[src/rtl/tmds_decoder_aligner.sv]
// TMDS receive channel: finds the 10-bit word boundary from control tokens,
// then decodes aligned words into pixel bytes or control bits.
module tmds_decoder_aligner #(
  parameter int CTRL_RUN = 4,
  parameter int TIMEOUT  = 4096
) (
  input  logic       i_clk,
  input  logic       i_rst,
  input  logic [9:0] i_tmds_raw,
  output logic [7:0] o_data,
  output logic [1:0] o_ctrl,
  output logic       o_de,
  output logic       o_locked,
  output logic [3:0] o_phase,
  output logic       o_err
);

  localparam int DW = $clog2(TIMEOUT);
  localparam int RW = $clog2(CTRL_RUN + 1);

  typedef enum logic [0:0] {SEARCH, LOCKED} state_t;

  state_t        state, state_next;
  logic [9:0]    prev_q, stage_a, aligned;
  logic          a_valid;
  logic [19:0]   window;
  logic [4:0]    shift;
  logic [3:0]    phase, phase_next;
  logic [RW-1:0] run_cnt, run_next;
  logic [DW-1:0] dwell_cnt, dwell_next, idle_cnt, idle_next;
  logic          phase_step, lost, is_token, out_locked;
  logic [1:0]    tok_code;
  logic [7:0]    d, dec;

  assign window  = {i_tmds_raw, prev_q};
  assign shift   = {1'b0, phase};
  assign aligned = window[shift +: 10];
  assign o_phase = phase;

  always_comb begin
    is_token = 1'b1;
    tok_code = 2'b00;
    case (stage_a)
      10'b1101010100: tok_code = 2'b00;
      10'b0010101011: tok_code = 2'b01;
      10'b0101010100: tok_code = 2'b10;
      10'b1010101011: tok_code = 2'b11;
      default:        is_token = 1'b0;
    endcase
  end

  // Undo the optional inversion, then the XOR/XNOR transition chain.
  always_comb begin
    d      = stage_a[9] ? ~stage_a[7:0] : stage_a[7:0];
    dec    = 8'h00;
    dec[0] = d[0];
    for (int i = 1; i < 8; i++) begin
      dec[i] = stage_a[8] ? (d[i] ^ d[i-1]) : ~(d[i] ^ d[i-1]);
    end
  end

  always_comb begin
    state_next = state;
    phase_next = phase;
    run_next   = run_cnt;
    dwell_next = dwell_cnt;
    idle_next  = idle_cnt;
    phase_step = 1'b0;
    lost       = 1'b0;
    case (state)
      SEARCH: begin
        if (a_valid) begin
          if (is_token) begin
            run_next = (run_cnt == RW'(CTRL_RUN)) ? run_cnt : run_cnt + 1'b1;
          end else begin
            run_next = '0;
          end
        end
        dwell_next = dwell_cnt + 1'b1;
        // A completed token run wins over a dwell timeout in the same cycle.
        if (run_next == RW'(CTRL_RUN)) begin
          state_next = LOCKED;
          idle_next  = '0;
          run_next   = '0;
          dwell_next = '0;
        end else if (dwell_cnt == DW'(TIMEOUT - 1)) begin
          phase_next = (phase == 4'd9) ? 4'd0 : phase + 4'd1;
          run_next   = '0;
          dwell_next = '0;
          phase_step = 1'b1;
        end
      end
      LOCKED: begin
        if (idle_cnt == DW'(TIMEOUT - 1)) begin
          state_next = SEARCH;
          lost       = 1'b1;
          run_next   = '0;
          dwell_next = '0;
          idle_next  = '0;
        end else begin
          idle_next = is_token ? '0 : idle_cnt + 1'b1;
        end
      end
      default: state_next = SEARCH;
    endcase
  end

  assign out_locked = (state == LOCKED) && !lost;

  // Stage A loaded with the old phase is stale once the phase moves.
  always_ff @(posedge i_clk) begin
    prev_q <= i_tmds_raw;
    if (i_rst) begin
      state     <= SEARCH;
      phase     <= 4'd0;
      run_cnt   <= '0;
      dwell_cnt <= '0;
      idle_cnt  <= '0;
      stage_a   <= 10'd0;
      a_valid   <= 1'b0;
    end else begin
      state     <= state_next;
      phase     <= phase_next;
      run_cnt   <= run_next;
      dwell_cnt <= dwell_next;
      idle_cnt  <= idle_next;
      stage_a   <= aligned;
      a_valid   <= !phase_step;
    end
  end

  always_ff @(posedge i_clk) begin
    if (i_rst) begin
      o_data   <= 8'h00;
      o_ctrl   <= 2'b00;
      o_de     <= 1'b0;
      o_locked <= 1'b0;
      o_err    <= 1'b0;
    end else begin
      o_err    <= lost;
      o_locked <= out_locked;
      if (!out_locked) begin
        o_de   <= 1'b0;
        o_ctrl <= 2'b00;
        o_data <= 8'h00;
      end else if (is_token) begin
        o_de   <= 1'b0;
        o_ctrl <= tok_code;
        o_data <= 8'h00;
      end else begin
        o_de   <= 1'b1;
        o_data <= dec;
      end
    end
  end

endmodule

[config.mk]
export PLATFORM = sky130hd
export DESIGN_NAME = tmds_decoder_aligner
export DESIGN_NICKNAME = d
export VERILOG_FILES = /design/src/rtl/tmds_decoder_aligner.sv
export SDC_FILE = /design/constraint.sdc
export NUM_CORES = 1
export LEC_CHECK = 0
export BUFFER_PORTS_ARGS = -buffer_cell sky130_fd_sc_hd__buf_2
export CORE_ASPECT_RATIO = 1.25
export CORE_MARGIN = 10
export CORE_UTILIZATION = 40
export CTS_BUF_LIST = sky130_fd_sc_hd__clkbuf_8 sky130_fd_sc_hd__clkbuf_16
export CTS_CLUSTER_DIAMETER = 30
export DETAILED_ROUTE_END_ITERATION = 8
export GPL_TIMING_DRIVEN = 0
export PLACE_DENSITY_LB_ADDON = 0.2
export SETUP_SLACK_MARGIN = 0.5
export SLEW_MARGIN = 20
export SYNTH_ARGS = -nofsm -noshare
export SYNTH_HDL_FRONTEND = slang
export SYNTH_SLANG_ARGS = --single-unit
export TNS_END_PERCENT = 100
[constraint.sdc]
create_clock -name i_clk -period 6.1 [get_ports i_clk]
set_input_delay 1.22 -clock i_clk [delete_from_list [all_inputs] [get_ports i_clk]]
set_output_delay 1.22 -clock i_clk [all_outputs]
set_load 0.01 [all_outputs]
== Word-level counts from Yosys, hierarchy flattened ==
Index checks and enable logic that the tools add are counted.
Word-level totals
  input port bits: 12
  word-level logic and storage cells: 90
  output and inout port bits: 17
  flip-flop bits (word level): 66
Cells by class
  reductions and logical operators: 7
  shift operators: 1
  $add $sub $neg: 4
  equality and inequality tests: 11
  bitwise operators: 18
  muxes and demuxes: 36
Operators with widths (number)
  $mux 12: 6
  $pmux 12 s2: 2
  $add 12x1->12 const B: 2
  $eq 12x12->1 const B: 2
  $mux 3: 7
  $eq 10x10->1 const B: 2
  $shiftx 20x5->10: 1
  $mux 1: 16
  $eq 10x8->1 const B: 1
  $eq 10x9->1 const B: 1
  $not 1->1: 10
  $mux 8: 1
  $not 8->8: 1
  $xor 1x1->1: 7
  $eq 3x3->1 const B: 2
  $pmux 2 s3: 1
  $pmux 3 s2: 1
  $add 4x1->4 const B: 1
  $eq 4x4->1 const B: 1
  $mux 4: 1
  $reduce_or 4->1: 1
  $add 3x1->3 const B: 1
  $reduce_and 3->1: 1
  $reduce_or 3->1: 1
  6 further kinds: 7

== Logic depth before layout (Yosys ltp) ==
Gate-level depths: netlist of run 1.
  depth in word-level cells: 10
  mapped depth: 10
  gate-level depth less buffers: 9

== Worst setup path before layout of run 1 ==
No wires, ideal clock.
  kind: input to register
  start: input i_rst
  end: register idle_cnt[1]
  required time: 5983 ps
  slack: 3498 ps
  path buffers: 2
  stages: 8
  data arrival time: 2485 ps
  setup time: 117 ps
  cells stage by stage: clkbuf_1 inv_1 nand3_1 inv_2 nand3_2 inv_1 buf_2 a22o_1
RTL lines
  from (decl): RTL line 8  | input logic i_rst,
  to (signal assigned): RTL line 126  | idle_cnt <= idle_next;
  to (decl): RTL line 30  | logic [DW-1:0] dwell_cnt, dwell_next, idle_cnt, idle_next;

==> results of run 1 <==
==> cell type report <==
class,count,share of cell area [%]
plain buffers,16,2.11
clock buffers,9,3.17
clock inverters,7,1.57
inverters,20,1.92
multi-input cells,272,50.9
flip-flops and latches,66,33.8
well taps,97,3.10
repair buffers,27,3.46
==> synthesized netlist by cell type, drive strengths merged (6+ instances only) <==
cell type | instances | share of area (%)
nand2 | 26 | 2.8
inv | 20 | 2.2
a211oi | 17 | 3.7
mux4 | 6 | 3.9
ha | 12 | 4.3
a21oi | 22 | 3.3
mux2i | 20 | 5.8
buf | 8 | 1.5
and3 | 6 | 1.1
nand4 | 8 | 1.4
nor2 | 41 | 4.4
xnor2 | 14 | 3.5
o21ai | 14 | 2.0
a31oi | 8 | 2.5
nand3 | 12 | 2.0
and2 | 7 | 1.3
clkbuf | 8 | 0.87
dfxtp | 66 | 38
==> worst paths after layout <==
path | startpoint | endpoint | slack [ps] | cells past startpoint
max | i_rst | idle_cnt[4] | 3310 | 7
min | idle_cnt[11] | idle_cnt[11] | 470 | 1
max reg2reg | run_cnt[0] | dwell_cnt[4] | 3690 | 8
min reg2reg | idle_cnt[11] | idle_cnt[11] | 470 | 1
==> logic make-up after synthesis <==
kind of cell | Yosys count
mux | 30
flops | 66
simple gates | 122
buf+inv | 36
fa+ha+maj | 12
compound gates | 89
xor+xnor | 19
==> registers in the layout (all words and copies together), names as in the netlist, 2 cells and up <==
signal / count
o_data: 8
stage_a: 10
o_ctrl: 2
dwell_cnt: 12
run_cnt: 3
idle_cnt: 12
prev_q: 10
o_phase: 4
==> per-layer routing <==
metal	up-vias	share of wire (%)	GRT usage, %
met3	12	5.0	3.49
met5	-	0	0
met2	42	46	20.1
li1	1433	-	-
met4	0	1.9	6.53
met1	1276	47	15.5
==> cells in the final DEF (no fill, tap or decap), types with 14 or more instances in the layout <==
cell type,n
xnor2_1,14
nand2_1,26
inv_1,18
nor2_1,41
a21oi_1,21
a211oi_1,17
o21ai_0,14
mux2i_1,20
dfxtp_1,66
buf_2,33
==> worst max-delay path, cell delays in order <==
cell and delay [ps]:
clkbuf_1 450, inv_1 230, nand3_1 260, inv_2 130, nand3_2 160, clkbuf_1 400
o21ai_0 150
==> power breakdown <==
part           switching [mW]  total (mW)  internal, mW
combinational          0.0293      0.0556        0.0263
sequential            0.00749       0.448         0.440
clock                   0.169       0.353         0.184
==> results.yml, run 1 <==
layout:
  nNetsFinal: 436
  antenna_cells: 0
  layoutNonFillerInstCount: 514
  area_growth_pct: 12.7
  multiInputGateArea_um2: 1990
  design_area_um2: 3910
  seqCellArea_um2: 1320
  fin_util_pct: 46.9
  filler_cell_count: 827
  drive_above_1_share_pct: 18.5
worst_setup_path:
  endpoint_kind: "flip-flop"
  worst_setup_path_start_kind: "input pin"
  cp.required_ps: 6330
  cp_max_fo: 10
  critPathKind: "in -> reg"
  critical_path_arrival_ps: 3010
timing:
  setup_violations: 0
  max_clock_freq_mhz: 358
  worst_pin_slew_ps: 596
  final.setup.tns_ps: 0
  fin_crit_sh_pct: 45.7
  rsz0062_at_grt: "false"
  post-route-min-period_ps: 2790
  hold_slack_ps: 470
  setup_slack_ps: 3310
  slew_viol_final: 0
  hold_violations: 0
  clock-skew-final_ps: 5.34
  slew-limit-headroom_pct: 60.3
floorplanning:
  die-area_um2: 12800
  placementRows: 37
  start_util_pct: 41.6
  core-area_um2: 8330
  chipWidth_um: 103
  die_h_um: 124
  ioPinCount: 29
global_route:
  grt_pass1_vias: 2700
  grt_usage_pct: 12.7
  grt_max_degree: 12
  antenna_found_initial: 0
  grt_pass1_wl_mm: 12.9
  grt.overflow.total: 0
synth:
  synthCells: 374
  synthesis.nets: 398
  synth_edf_count: 0
  synth_compound_area_share_pct: 19.6
  synth_xor_area_share_pct: 4.80
  yosys.area_share.simple_pct: 17.7
  yosysSeqAreaShare_pct: 38.1
  syn_avg_cell_area_um2: 9.27
  async_reset_ff_share_pct: 0
  synth_ff_type: "dfxtp_1"
  ys_warn_count: 0
  synthMuxAreaShare_pct: 11.0
  ys_seq_elements: 66
  synth_top_family_by_area: "compound AO/OA/AOI/OAI gates"
  synth_fa_ha_area_share_pct: 4.33
  netlist_area_um2: 3470
  synth_cell_types: 56
routing:
  routed_wl_mm: 7.60
  dr.pass1.iters: 6
  post_drt_wl_per_cell_um: 14.8
  drt_first_iter_violations: 139
  ant_nets: 0
  vias: 2763
  vias_per_cell: 5.38
  drc: 0
cts:
  root_buffer: "clkbuf_8"
  clkLatencyLatePin_ps: 360
  cts-resized-gates: 0
  cts.sink_count: 66
  h-tree-depth: 3
  ctsHoldBuffers: 0
  clk_path_buf_depth: 2
  cts_tree: "done"
  cts_made_buffers: 9
  cts_setup_buffers: 0
  clkSlewWorstSetupHoldPaths_ps: 70
place:
  place_congestion: 0.855
  place_ws_ps: 2850
  place_hpwl_mm: 5.82
  io_buffers: 27
  dpl_cell_area_um2: 3720
  dp.cells: 498
pwr:
  p_per_area_nw_per_um2: 219
  irDropWorstVdd_mv: 0.113
  finalPower_uw: 856
  power_leakage_nw: 1.55
hold_path:
  min_path_type: "reg -> reg"
run:
  drv_cap: 0
run_status:
  status: "complete, no violations"
(Power assumes the default switching activity.)
==> run 2, diff against run 1 <==
clock period = 2.7 ns   (was 6.1 ns; I/O delays follow)
==> run 2 against run 1 <==
Net effect: power is 130% higher; sequential power is 130% higher; worst hold slack worse by 140 ps; non-clock buffer count is 5 higher; first-iteration DRC count is 4.3% higher; routed wire length is 3.2% higher; register-to-register slack worse by 3100 ps; critical endpoint is now dwell_cnt[10]; largest cell class unchanged.
==> results.yml, run 2 (synthesis results as in run 1) <==
run_status:
  status: "complete, no violations"
cts:
  ctsHoldBuffers: 0
  clkSlewWorstSetupHoldPaths_ps: 70
  cts_made_buffers: 9
  cts_tree: "done"
  clkLatencyLatePin_ps: 360
  h-tree-depth: 3
  root_buffer: "clkbuf_8"
  clk_path_buf_depth: 2
  cts.sink_count: 66
global_route:
  grt_pass1_wl_mm: 13.1
  grt_max_degree: 12
  grt_usage_pct: 13.0
  grt_pass1_vias: 2748
  antenna_found_initial: 0
  grt.overflow.total: 0
routing:
  ant_nets: 0
  vias_per_cell: 5.41
  post_drt_wl_per_cell_um: 15.1
  met3_length_um: 361
  m1WireLength_mm: 3.64
  dr.max_layer_used: "met4"
  dr.pass1.iters: 4
  drt_first_iter_violations: 145
  vias: 2806
  routed_wl_mm: 7.85
  dr_wl_met2_mm: 3.68
  drc: 0
worst_setup_path:
  cp.required_ps: 2950
  worst_setup_path_start_kind: "flip-flop"
  cp_max_fo: 5
  endpoint_kind: "flip-flop"
  reg2regPathDepth: 8
  timing.rr.start: "run_cnt[0]"
  critical_path_arrival_ps: 2370
  timing.rr.end: "dwell_cnt[10]"
  reg2reg_setup_slack_ps: 570
  critPathKind: "reg -> reg"
place:
  place_hpwl_mm: 5.82
  place_congestion: 0.855
  io_buffers: 27
timing:
  worst_pin_slew_ps: 602
  setup_violations: 0
  fin_crit_sh_pct: 78.7
  rsz0062_at_grt: "true"
  hold_slack_ps: 327
  max_clock_freq_mhz: 470
  slew-limit-headroom_pct: 59.9
  slew_viol_final: 0
  hold_violations: 0
  post-route-min-period_ps: 2130
  final.setup.tns_ps: 0
  clock-skew-final_ps: 6.12
hold_path:
  hp-start: "i_tmds_raw[7]"
  min_path_type: "in -> reg"
  hold_path_end: "prev_q[7]"
  min_path_cells: 1
floorplanning:
  ioPinCount: 29
  start_util_pct: 41.6
  die_h_um: 124
  die-area_um2: 12800
  chipWidth_um: 103
  core-area_um2: 8330
  placementRows: 37
layout:
  fin_util_pct: 48.9
  area_growth_pct: 17.6
  final_common_cell: "dfxtp_1"
  nNetsFinal: 441
  layout_common_cells: "dfxtp_1, nor2_1, buf_2"
  drive_above_1_share_pct: 23.2
  antenna_cells: 0
  largestRegisters: "dwell_cnt (12), idle_cnt (12)"
run:
  drv_cap: 0
pwr:
  irDropWorstVdd_mv: 0.255
  power_leakage_nw: 1.62
  p_per_area_nw_per_um2: 478
## run 2: changes by cell type in the layout (fill, tap and decap cells not counted), moves of 2 or more
| cell | previous run | this run |
|---|---|---|
| inv_2 | 3 | 6 |
| dfxtp_2 | 0 | 4 |
| inv_1 | 18 | 15 |
| nand3_1 | 10 | 8 |
| ha_1 | 12 | 10 |
| dfxtp_1 | 66 | 61 |
| clkbuf_4 | 0 | 2 |
| buf_2 | 33 | 31 |
| buf_4 | 0 | 3 |
## run 2: through the flow
step / setup slack [ps] / area [µm²] / power, mW / instances
3_5_place_dp: 134 / 3720 / 1.16 / 498
2_1_floorplan: 557 / 3470 / 1.12 / 374
5_1_grt: 459 / 4080 / 2.03 / 519
3_3_place_gp: 147 / 3720 / 1.16 / 498
6_report: 574 / 4080 / 1.95 / 519
4_1_cts: 509 / 4010 / 1.97 / 518
## run 2: layer usage
layer,vias up,global-route usage (%)
met5,-,0
met4,0,6.53
met3,15,3.49
met2,38,20.9
met1,1309,15.6
li1,1444,-
## run 2: worst max-delay path by stage
stage                  from       endpoint  slack [ps]
2_1_floorplan    run_cnt[0]  dwell_cnt[11]         560
3_3_place_gp          i_rst    idle_cnt[4]         150
3_5_place_dp          i_rst    idle_cnt[4]         130
4_1_cts          run_cnt[0]  dwell_cnt[10]         510
5_1_grt        dwell_cnt[0]     o_phase[3]         460
6_report         run_cnt[0]  dwell_cnt[10]         570
## run 2: where the power goes
group | internal [mW] | leakage (nW) | switching (mW)
clock | 0.416 | 0.100 | 0.385
combinational | 0.0685 | 0.978 | 0.0688
sequential | 0.994 | 0.541 | 0.0172
## run 2: timing repair
item / in CTS / in global routing
resized for setup: 7 / 20
endpoints found under the setup margin: 25 / 35
setup buffers: 3 / 1
pin swaps: 2 / 5
cloned: 1 / 0
## run 2: worst max-delay path, stage by stage (launching register included)
cell	delay [ps]
dfxtp_4	350
ha_2	210
or3b_4	410
a31oi_4	200
o2bb2ai_4	200
a311oi_4	160
buf_12	170
a21o_1	140
a22o_1	170
## run 2: cell type report
| type | count | area, µm² |
|---|---|---|
| Inverter | 20 | 75.1 |
| Clock inverter | 7 | 61.3 |
| Timing Repair Buffer | 32 | 210 |
| Multi-Input combinational cell | 272 | 2070 |
| Fill cell | 820 | 4250 |
| Tap cell | 97 | 121 |
| Clock buffer | 9 | 124 |
| Sequential cell | 66 | 1330 |
| Buffer | 16 | 88.8 |
==> run 3, diff against run 2 <==
ABC_AREA = 1   (was not set)
clock period = 1.7 ns   (was 2.7 ns; I/O delays follow)
==> run 3 against run 2 <==
Net effect: cell count grew 40%; count of clock-buffer cells in the layout grew 1; sequential power grew 60%; combinational power grew 130%; core utilization grew 13 points; largest power group is now clock; clock skew grew 1.5 ps; worst hold slack lost 210 ps; synthesized cell count grew 37%; power grew 110%; critical endpoint is now idle_cnt[1]; global-route usage grew 2.7 points.
==> results.yml, run 3 <==
layout:
  antenna_cells: 0
  final_common_cell: "nand2_1"
  layoutNonFillerInstCount: 726
  area_growth_pct: 51.5
  nNetsFinal: 622
  drive_above_1_share_pct: 49.6
  largestRegisters: "dwell_cnt (12), idle_cnt (12)"
  layout_common_cells: "nand2_1, dfxtp_1, nor2_1"
synth:
  synth_edf_count: 0
  synth.largest_area_cell: "dfxtp_1"
  yosys.area_share.simple_pct: 35.3
  synth_cell_types: 40
  synth_compound_area_share_pct: 11.9
  synthCells: 513
  yosysSeqAreaShare_pct: 35.5
  async_reset_ff_share_pct: 0
  synth_top_family_by_area: "simple AND/OR/NAND/NOR gates"
  ys_seq_elements: 66
  synthTopCellsByArea: "dfxtp_1, nand2_1, nand3_1"
  synth_fa_ha_area_share_pct: 4.03
  synth_xor_area_share_pct: 4.70
  syn_avg_cell_area_um2: 7.26
  synth_common_cells: "nand2_1, dfxtp_1, nand3_1"
  synthMuxAreaShare_pct: 0.537
  synth_most_common_cell: "nand2_1"
  netlist_area_um2: 3720
  synthesis.nets: 537
  netlist.area_leader.share_pct: 35.5
  ys_warn_count: 0
  synth_ff_type: "dfxtp_1"
cts:
  root_buffer: "clkbuf_16"
  ctsHoldBuffers: 0
  cts.sink_count: 66
  h-tree-depth: 3
  cts_tree: "done"
  clkLatencyLatePin_ps: 340
  clk_path_buf_depth: 2
  cts_made_buffers: 9
  clkSlewWorstSetupHoldPaths_ps: 60
timing:
  setup_violations: 0
  worst_pin_slew_ps: 600
  slew-limit-headroom_pct: 60.0
  fin_crit_sh_pct: 99.2
  slew_viol_final: 0
  post-route-min-period_ps: 1690
  rsz0062_at_grt: "true"
  final.setup.tns_ps: 0
  hold_violations: 0
  max_clock_freq_mhz: 593
  setup_slack_ps: 14.3
  clock-skew-final_ps: 7.65
floorplanning:
  chipWidth_um: 106
  placementRows: 39
  die-area_um2: 13600
  ioPinCount: 29
  start_util_pct: 40.8
  core-area_um2: 9130
  die_h_um: 128
global_route:
  antenna_found_initial: 0
  grt_usage_pct: 15.7
  grt_pass1_vias: 3670
  grt_max_degree: 13
  grt.overflow.total: 0
  grt_pass1_wl_mm: 17.2
routing:
  dr.pass1.iters: 6
  vias_per_cell: 5.10
  ant_nets: 0
  drc: 0
  post_drt_wl_per_cell_um: 15.0
  drt_first_iter_violations: 108
  vias: 3700
  routed_wl_mm: 10.9
pwr:
  power_leakage_nw: 2.42
  p_per_area_nw_per_um2: 739
  irDropWorstVdd_mv: 0.523
worst_setup_path:
  endpoint_kind: "flip-flop"
  critical_path_arrival_ps: 1910
  cp.required_ps: 1920
  worst_setup_path_start_kind: "flip-flop"
  cp_max_fo: 5
  critPathKind: "reg -> reg"
run_status:
  status: "complete, no violations"
run:
  drv_cap: 0
place:
  place_hpwl_mm: 7.10
  place_congestion: 0.884
  dp.cells: 664
  io_buffers: 28
  place_ws_ps: 17.7
hold_path:
  min_path_type: "in -> reg"
[run 3: changes by cell type in the layout (fill, tap and decap cells not counted), sizes merged, moves of 6 or more]
cell    change
and2        -6
nor2        +8
mux4        -6
xor2        +6
nand2     +121
buf        +48
mux2i      -18
a211oi     -17
inv        +24
nand3      +36
a21oi       +9
o22ai       +6
o21ai      +19
or2         +7
[run 3: layer usage]
metal / up-vias / wire length [µm] / track usage (%) / share of wire (%)
met5: - / 0 / 0 / 0
met4: 0 / 440 / 9.74 / 4.0
met3: 34 / 327 / 3.62 / 3.0
met2: 81 / 5930 / 28.9 / 54
met1: 1731 / 4190 / 15.4 / 39
li1: 1854 / - / - / -
[run 3: logic make-up (layout without fill, tap and decap cells)]
| family | after synthesis | in the layout |
|---|---|---|
| AO/OA/AOI/OAI | 76 | 76 |
| XOR/XNOR | 20 | 20 |
| adder cells (fa/ha/maj) | 12 | 12 |
| buffers and inverters | 66 | 156 |
| flip-flops | 66 | 66 |
| multiplexers | 2 | 2 |
| AND/OR/NAND/NOR | 271 | 271 |
[run 3: layout make-up]
class                      instances  area (µm²)
multi-input combinational        381        2750
tap                              123         154
fill                             764        3480
timing repair buffer              74         638
clock buffer                      10         250
clock inverter                     6         111
buffer                            19         173
sequential                        66        1370
inverter                          47         203
[run 3: worst max-delay path: stages, from the launching register on]
cell and delay, ps:
dfxtp_4 370, inv_4 60, ha_4 120, nand2_2 40, nor2_2 100, nand2_2 120, nand2_4 100, buf_6 110
clkinvlp_4 140, nand2_4 130, buf_6 130, inv_4 40, nand2_2 50, o21ai_1 60
[run 3: final timing paths]
kind	cells after the start	slack [ps]	from	end
hold / removal	1	120	i_tmds_raw[9]	prev_q[9]
hold reg to reg	2	460	o_ctrl[1]	o_ctrl[1]
setup / recovery	13	10	stage_a[0]	idle_cnt[1]
setup reg to reg	13	10	stage_a[0]	idle_cnt[1]
[run 3: per-stage QoR]
step / hold slack (ps) / cell area (µm²) / util [%] / power [mW]
6_report: 119 / 5640 / 61.9 / 4.17
5_1_grt: 127 / 5640 / 61.9 / 4.29
4_1_cts: 114 / 5210 / 57.1 / 4.16
3_5_place_dp: 450 / 4190 / 46.0 / 1.88
3_3_place_gp: 459 / 4190 / 46.0 / 1.87
2_1_floorplan: 368 / 3900 / - / 1.81
[run 3: timing repair]
action	4_1_cts	5_1_grt
gates cloned	5	0
setup buffers	27	14
pin swaps	47	49
resized for setup	106	83
setup endpoints to repair	58	57
[run 3: power by group]
group          internal, mW  leakage (nW)  total (mW)  switching [mW]
clock                  1.52         0.174        2.24           0.716
sequential             1.58         0.551        1.62          0.0366
combinational         0.142          1.69       0.320           0.178
